$ cat config.mk
export PLATFORM = sky130hd
export DESIGN_NAME = fifo_wr_arbiter
export DESIGN_NICKNAME = d
export VERILOG_FILES = /design/src/rtl/fifo_wr_arbiter_pkg.sv /design/src/rtl/fifo_wr_arbiter_rr_select.sv /design/src/rtl/fifo_wr_arbiter.sv
export SDC_FILE = /design/constraint.sdc
export NUM_CORES = 1
export LEC_CHECK = 0
export CAP_MARGIN = 20
export CORE_MARGIN = 5
export CORE_UTILIZATION = 39
export CTS_CLUSTER_SIZE = 8
export DETAILED_ROUTE_END_ITERATION = 12
export PLACE_DENSITY = 0.9
export SYNTH_ARGS = -nofsm -noshare
export SYNTH_HDL_FRONTEND = slang
export SYNTH_SLANG_ARGS = --single-unit
$ cat constraint.sdc
create_clock -name clk -period 2.6 [get_ports clk]
set_input_delay 0.26 -clock clk [delete_from_list [all_inputs] [get_ports clk]]
set_output_delay 0.26 -clock clk [all_outputs]
set_load 0.05 [all_outputs]
$ cat src/rtl/fifo_wr_arbiter_pkg.sv
// Shared types and the round-robin search used by fifo_wr_arbiter.
package fifo_arb_pkg;

  typedef enum logic {
    IDLE   = 1'b0,
    LOCKED = 1'b1
  } arb_state_e;

  localparam int STAT_W  = 16;
  localparam int MAX_REQ = 16;

  typedef struct packed {
    logic       found;
    logic [3:0] idx;
  } rr_pick_t;

  // First set bit of valid_vec at or after ptr, wrapping modulo n (n <= MAX_REQ).
  function automatic rr_pick_t rr_pick(input logic [MAX_REQ-1:0] valid_vec,
                                       input logic [3:0] ptr,
                                       input int n);
    rr_pick_t res;
    int       pos;
    res = '0;
    for (int k = MAX_REQ - 1; k >= 0; k--) begin
      if (k < n) begin
        pos = (int'(ptr) + k) % n;
        if (valid_vec[pos[3:0]]) begin
          res.found = 1'b1;
          res.idx   = pos[3:0];
        end
      end
    end
    return res;
  endfunction

endpackage

$ cat src/rtl/fifo_wr_arbiter_rr_select.sv
// Combinational round-robin pick for fifo_wr_arbiter; holds no state.
module rr_select
  import fifo_arb_pkg::*;
#(
  parameter int NUM_REQ = 4,
  localparam int ID_W   = $clog2(NUM_REQ)
) (
  input  logic [NUM_REQ-1:0] valid,
  input  logic [ID_W-1:0]    ptr,
  output logic               found,
  output logic [ID_W-1:0]    idx
);

  rr_pick_t pick;

  always_comb begin
    pick  = rr_pick(MAX_REQ'(valid), 4'(ptr), NUM_REQ);
    found = pick.found;
    idx   = ID_W'(pick.idx);
  end

endmodule

$ cat src/rtl/fifo_wr_arbiter.sv
// Round-robin, packet-locking arbiter sharing one FIFO write port; words tagged {ID, payload}.
// Optional per-requester grant and full-stall counters under FIFO_WR_ARBITER_STATS_EN.
//   state  | meaning
//   IDLE   | round-robin among valid requesters starting at rr_ptr
//   LOCKED | mid-packet; only lock_id may transfer until its last word
module fifo_wr_arbiter
  import fifo_arb_pkg::*;
#(
  parameter int NUM_REQ   = 4,
  parameter int DWIDTH    = 16,
  parameter int ID_W      = $clog2(NUM_REQ),
  parameter int PAYLOAD_W = DWIDTH - ID_W
) (
  input  logic                           clk,
  input  logic                           rst_n,
  input  logic [NUM_REQ-1:0]             req_valid,
  input  logic [NUM_REQ-1:0]             req_last,
  input  logic [NUM_REQ*PAYLOAD_W-1:0]   req_data,
  output logic [NUM_REQ-1:0]             req_ready,
  output logic                           fifo_wr_en,
  output logic [DWIDTH-1:0]              fifo_din,
  input  logic                           fifo_full
`ifdef FIFO_WR_ARBITER_STATS_EN
  ,
  output logic [NUM_REQ*STAT_W-1:0]      grant_cnt,
  output logic [STAT_W-1:0]              full_stall_cnt
`endif
);

  arb_state_e        state_q, state_d;
  logic [ID_W-1:0]   rr_ptr_q, rr_ptr_d;
  logic [ID_W-1:0]   lock_id_q, lock_id_d;
  logic              out_valid_q, out_valid_d;
  logic [DWIDTH-1:0] out_data_q, out_data_d;
  logic [ID_W-1:0]   rr_idx, sel_id;
  logic              rr_found, stage_free, xfer;

  rr_select #(.NUM_REQ(NUM_REQ)) u_rr_select (
    .valid (req_valid),
    .ptr   (rr_ptr_q),
    .found (rr_found),
    .idx   (rr_idx)
  );

  assign stage_free = !out_valid_q || !fifo_full;
  // Gated by rst_n so a word caught in the stage during reset is dropped, never written.
  assign fifo_wr_en = rst_n && out_valid_q && !fifo_full;
  assign fifo_din   = out_data_q;
  assign xfer       = |(req_valid & req_ready);

  always_comb begin
    req_ready = '0;
    sel_id    = (state_q == LOCKED) ? lock_id_q : rr_idx;
    if (rst_n && stage_free) begin
      if (state_q == LOCKED) req_ready[lock_id_q] = 1'b1;
      else if (rr_found)     req_ready[rr_idx]    = 1'b1;
    end
  end

  always_comb begin
    state_d     = state_q;
    rr_ptr_d    = rr_ptr_q;
    lock_id_d   = lock_id_q;
    out_valid_d = out_valid_q;
    out_data_d  = out_data_q;
    if (xfer) begin
      out_valid_d = 1'b1;
      out_data_d  = {sel_id, req_data[int'(sel_id)*PAYLOAD_W +: PAYLOAD_W]};
      if (req_last[sel_id]) begin
        state_d  = IDLE;
        rr_ptr_d = (sel_id == ID_W'(NUM_REQ - 1)) ? '0 : sel_id + 1'b1;
      end else begin
        state_d   = LOCKED;
        lock_id_d = sel_id;
      end
    end else if (fifo_wr_en) begin
      out_valid_d = 1'b0;
    end
  end

  always_ff @(posedge clk) begin
    if (!rst_n) begin
      state_q     <= IDLE;
      rr_ptr_q    <= '0;
      lock_id_q   <= '0;
      out_valid_q <= 1'b0;
      out_data_q  <= '0;
    end else begin
      state_q     <= state_d;
      rr_ptr_q    <= rr_ptr_d;
      lock_id_q   <= lock_id_d;
      out_valid_q <= out_valid_d;
      out_data_q  <= out_data_d;
    end
  end

`ifdef FIFO_WR_ARBITER_STATS_EN
  logic [NUM_REQ-1:0][STAT_W-1:0] grant_cnt_q, grant_cnt_d;
  logic [STAT_W-1:0]              full_stall_q, full_stall_d;

  always_comb begin
    for (int i = 0; i < NUM_REQ; i++) begin
      grant_cnt_d[i] = grant_cnt_q[i];
      if (req_valid[i] && req_ready[i] && grant_cnt_q[i] != '1)
        grant_cnt_d[i] = grant_cnt_q[i] + 1'b1;
    end
    full_stall_d = full_stall_q;
    if (out_valid_q && fifo_full && full_stall_q != '1)
      full_stall_d = full_stall_q + 1'b1;
  end

  always_ff @(posedge clk) begin
    if (!rst_n) begin
      grant_cnt_q  <= '0;
      full_stall_q <= '0;
    end else begin
      grant_cnt_q  <= grant_cnt_d;
      full_stall_q <= full_stall_d;
    end
  end

  assign grant_cnt      = grant_cnt_q;
  assign full_stall_cnt = full_stall_q;
`endif

endmodule

==> qor_table.md, run 1 <==
| Item | This run |
|:---|:---|
| Run status | complete, no violations |
| Worst setup path endpoint | req_ready[1] |
| GRT overflow | 0 |
| Most common cell in the synthesized netlist | sky130_fd_sc_hd__nand2_1 |
| FF+latch area | 440 um2 |
| I/O Buffers | 87 |
| Setup TNS Final | 0 ns |
| Remaining number of nets flagged by the antenna check after routing | 0 |
| Classification of the worst setup path | in2out |
| Dominant synthesized flop cell | sky130_fd_sc_hd__dfxtp_1 |
| Actual transition at the worst max-transition pin | 0.543 ns |
| Die footprint | 0.00540 mm2 |
| Worst setup slack after layout | 0.174 ns |
| Iter 0 DRT Violations | 128 |
| Logic depth of the worst register-to-register path | 9 |
| Asr flop ratio synth | 0% |
| Synth Cell Area | 0.00157 mm2 |
| Post-synthesis sequential element count | 22 |
| Total global-route track usage | 18.2% |
| WP data arrival | 2.17 ns |
| Ratio of cells with drive above 1 in the final layout | 11.9% |
| Area of the core | 0.00394 mm2 |
| Power per Cell Area | 1060 mW/mm2 |
| Worst slew slack as a fraction of its limit | 63.7% |
| Clock tree from TritonCTS | built |
| Number of fill cells in the layout | 302 |
| Cell count after synthesis | 200 |
| Multi-input gate area | 0.00109 mm2 |
| Post-Route WL | 5080 um |
| Post-synth EDFFs | 0 |
| Largest cells by area after synthesis | sky130_fd_sc_hd__dfxtp_1 28%, sky130_fd_sc_hd__mux2i_1 13%, sky130_fd_sc_hd__a211o_1 7.8% |
| Count of placed standard cells in the final layout, fillers left out | 344 |
| Clk pin slew, worst setup/hold paths | 0.08 ns |
| Static leakage power | 1.04 nW |
| Fraction of synthesized cell area taken by the top area cell type | 28.0% |
| Number of nets in the synthesized netlist | 267 |
| Vias per std cell | 5.36 |
| Number of failing setup endpoints in the final timing report | 0 |
| Vias in the first global route | 1791 |
| Number of buffers on the longest clock path | 2 |
| Data required time of the worst path | 2.34 ns |
| Starting density of the core | 39.8% |
| List of most frequent post-synthesis cells | 28 x sky130_fd_sc_hd__nand2_1, 22 x sky130_fd_sc_hd__a21oi_1, 22 x sky130_fd_sc_hd__dfxtp_1, 21 x sky130_fd_sc_hd__mux2i_1, 15 x sky130_fd_sc_hd__and2_1 |
| Largest fanout on the critical path | 18 |
| First-pass GRT wire length | 7820 um |
| Number of warnings reported in the yosys synthesis log | 0 |
| End of the worst register-to-register path | fifo_din[7]$_SDFFE_PN0P_ |
| Worst IR Drop VDD | 0.653 mV |
| Worst clock skew | 0.00185 ns |
| Setup fix buffers added after clock tree synthesis | 0 |
| Net count reported at finish | 362 |
| Startpoint kind of the worst setup timing path | primary input |
| Detail Placement HPWL | 4060 um |
| Source of the critical timing path | req_valid[3] |
| Worst R2R Setup Slack | 0.31 ns |
| Final Slew Violations | 0 |
| RSZ-0062 raised after global routing | false |
| Netlist cell types | 37 |
| DR DRC count | 0 |
| Final worst path period need | 2.43 ns |
| Path class of the lowest-slack min-delay path | reg2reg |
| Setup crit end kind | primary output |
| Cell row count | 23 |
| Core Util, Final | 69.6% |
| Cells after DPL | 340 |
| Number of buffers added by the clock tree synthesis step | 3 |
| Fmax achieved | 412 MHz |
| CTS Root Buffer Type | sky130_fd_sc_hd__clkbuf_8 |
| Post-route fraction of the period consumed by the critical path | 93.3% |
| Number of iterations in the first detailed-routing pass | 4 |
| Number of inserted diodes | 0 |
| Worst skew pair latency | 0.26 ns |
| Wire length per cell after detailed routing | 14.8 um |
| Maximum level of the CTS H-tree | 1 |
| Final weighted congestion in routability-driven placement | 0.911 |
| Die Ht | 73.5 um |
| Number of sinks handled by clock tree synthesis | 22 |
| Area growth, synth to finish | 74.8% |
| Max capacitance violation total | 0 |
| Worst flop-to-flop path startpoint | rr_ptr_q[1]$_SDFFE_PN0P_ |
| Cell taking the most area after synthesis | sky130_fd_sc_hd__dfxtp_1 |
| Total vias in the final route | 1845 |
| Share of synthesized area occupied by flip-flops and latches | 28.0% |
| Worst hold path startpoint | fifo_din[1]$_SDFFE_PN0P_ |
| Syn Area/Cell | 7.85 um2 |
| Die outline width | 73.5 um |
| Final Hold Viols | 0 |
| Number of antenna violations at the first check in global routing | 0 |
| Largest net degree at the start of global routing | 32 |
| Dpl ws | -0.0647 ns |
| Total Power Consumption | 0.00292 W |
| Top Ports | 88 |
sequential cells by signal (all words and copies together), names as in the netlist:
register / count
lock_id_q: 2
fifo_din: 16
state_q: 1
rr_ptr_q: 2
out_valid_q: 1
cells by family (layout without fill, tap and decap cells):
group | count (synthesis) | after routing | synth area share, %
AND/OR/NAND/NOR | 74 | 74 | 23.9
AO/OA/AOI/OAI | 63 | 63 | 29.1
flip-flops | 22 | 22 | 28.0
multiplexers | 21 | 21 | 13.4
buffers and inverters | 19 | 113 | 5.02
XOR/XNOR | 1 | 1 | 0.558
repair_timing:
action                     4_1_cts  5_1_grt
setup endpoints to repair        0        1
hold buffers                     0        0
resized for setup                0        2
per-layer routing:
layer / up-vias / GRT usage [%] / share of wire (%)
li1: 915 / - / -
met3: 6 / 4.51 / 7.0
met4: 0 / 5.63 / 1.6
met1: 863 / 20.4 / 38
met2: 61 / 33.5 / 53
met5: - / 0 / 0
cell usage in the layout (no fill, tap or decap), drive strengths merged, types with 4 or more instances in the layout:
| cell | n |
|---|---|
| a211o | 14 |
| a211oi | 14 |
| a21oi | 22 |
| and2 | 15 |
| buf | 22 |
| clkdlybuf4s50 | 82 |
| dfxtp | 22 |
| mux2i | 21 |
| nand2 | 28 |
| nand2b | 4 |
| nor2 | 10 |
| nor3 | 5 |
power breakdown:
part | leakage, nW | switching, W | internal [W]
clock network | 0.0357 | 0.000115 | 0.000206
logic | 0.821 | 0.00114 | 0.000889
registers | 0.180 | 0.0000996 | 0.000467
per-stage QoR:
| step | hold slack (ns) | area (um2) |
|---|---|---|
| after floorplan | 0.401 | 1580 |
| after global placement | 0.437 | 2660 |
| after detailed placement | 0.447 | 2660 |
| after CTS | 0.459 | 2730 |
| after global routing | 0.487 | 2750 |
| final | 0.456 | 2750 |
worst max-delay path: stages:
cell and delay [ns]:
sky130_fd_sc_hd__clkdlybuf4s50_1 0.57, sky130_fd_sc_hd__nor2_1 0.08, sky130_fd_sc_hd__or3_1 0.35, sky130_fd_sc_hd__o211ai_4 0.25
sky130_fd_sc_hd__clkinv_1 0.10, sky130_fd_sc_hd__buf_4 0.21, sky130_fd_sc_hd__nor3_4 0.17, sky130_fd_sc_hd__buf_12 0.16
how the worst min path moves through the flow:
stage                                 to  slack (ns)  cells past startpoint
2_1_floorplan  fifo_din[15]$_SDFFE_PN0P_        0.40                      2
3_3_place_gp    fifo_din[2]$_SDFFE_PN0P_        0.44                      2
3_5_place_dp    fifo_din[2]$_SDFFE_PN0P_        0.45                      2
4_1_cts         fifo_din[2]$_SDFFE_PN0P_        0.46                      2
5_1_grt         fifo_din[6]$_SDFFE_PN0P_        0.49                      2
6_report        fifo_din[1]$_SDFFE_PN0P_        0.46                      2
final cells by class:
cell class,instances,share of cell area (%)
multi-input cells,159,39.7
repair buffers,104,38.7
flip-flops and latches,22,16.0
well taps,50,2.28
clock buffers,3,1.50
clock inverters,1,1.09
inverters,5,0.684
Note: power is estimated with default switching activity, not from simulation.
==> inputs of run 2 (changes only) <==
--- a/config.mk
+++ b/config.mk
@@ -5,6 +5,7 @@
 export SDC_FILE = /design/constraint.sdc
 export NUM_CORES = 1
 export LEC_CHECK = 0
+export ABC_CLOCK_PERIOD_IN_PS = 2600
 export CAP_MARGIN = 20
 export CORE_MARGIN = 5
 export CORE_UTILIZATION = 39
==> results of run 2 <==
Same layout as run 1: the final DEF is identical, and so are final timing and power.
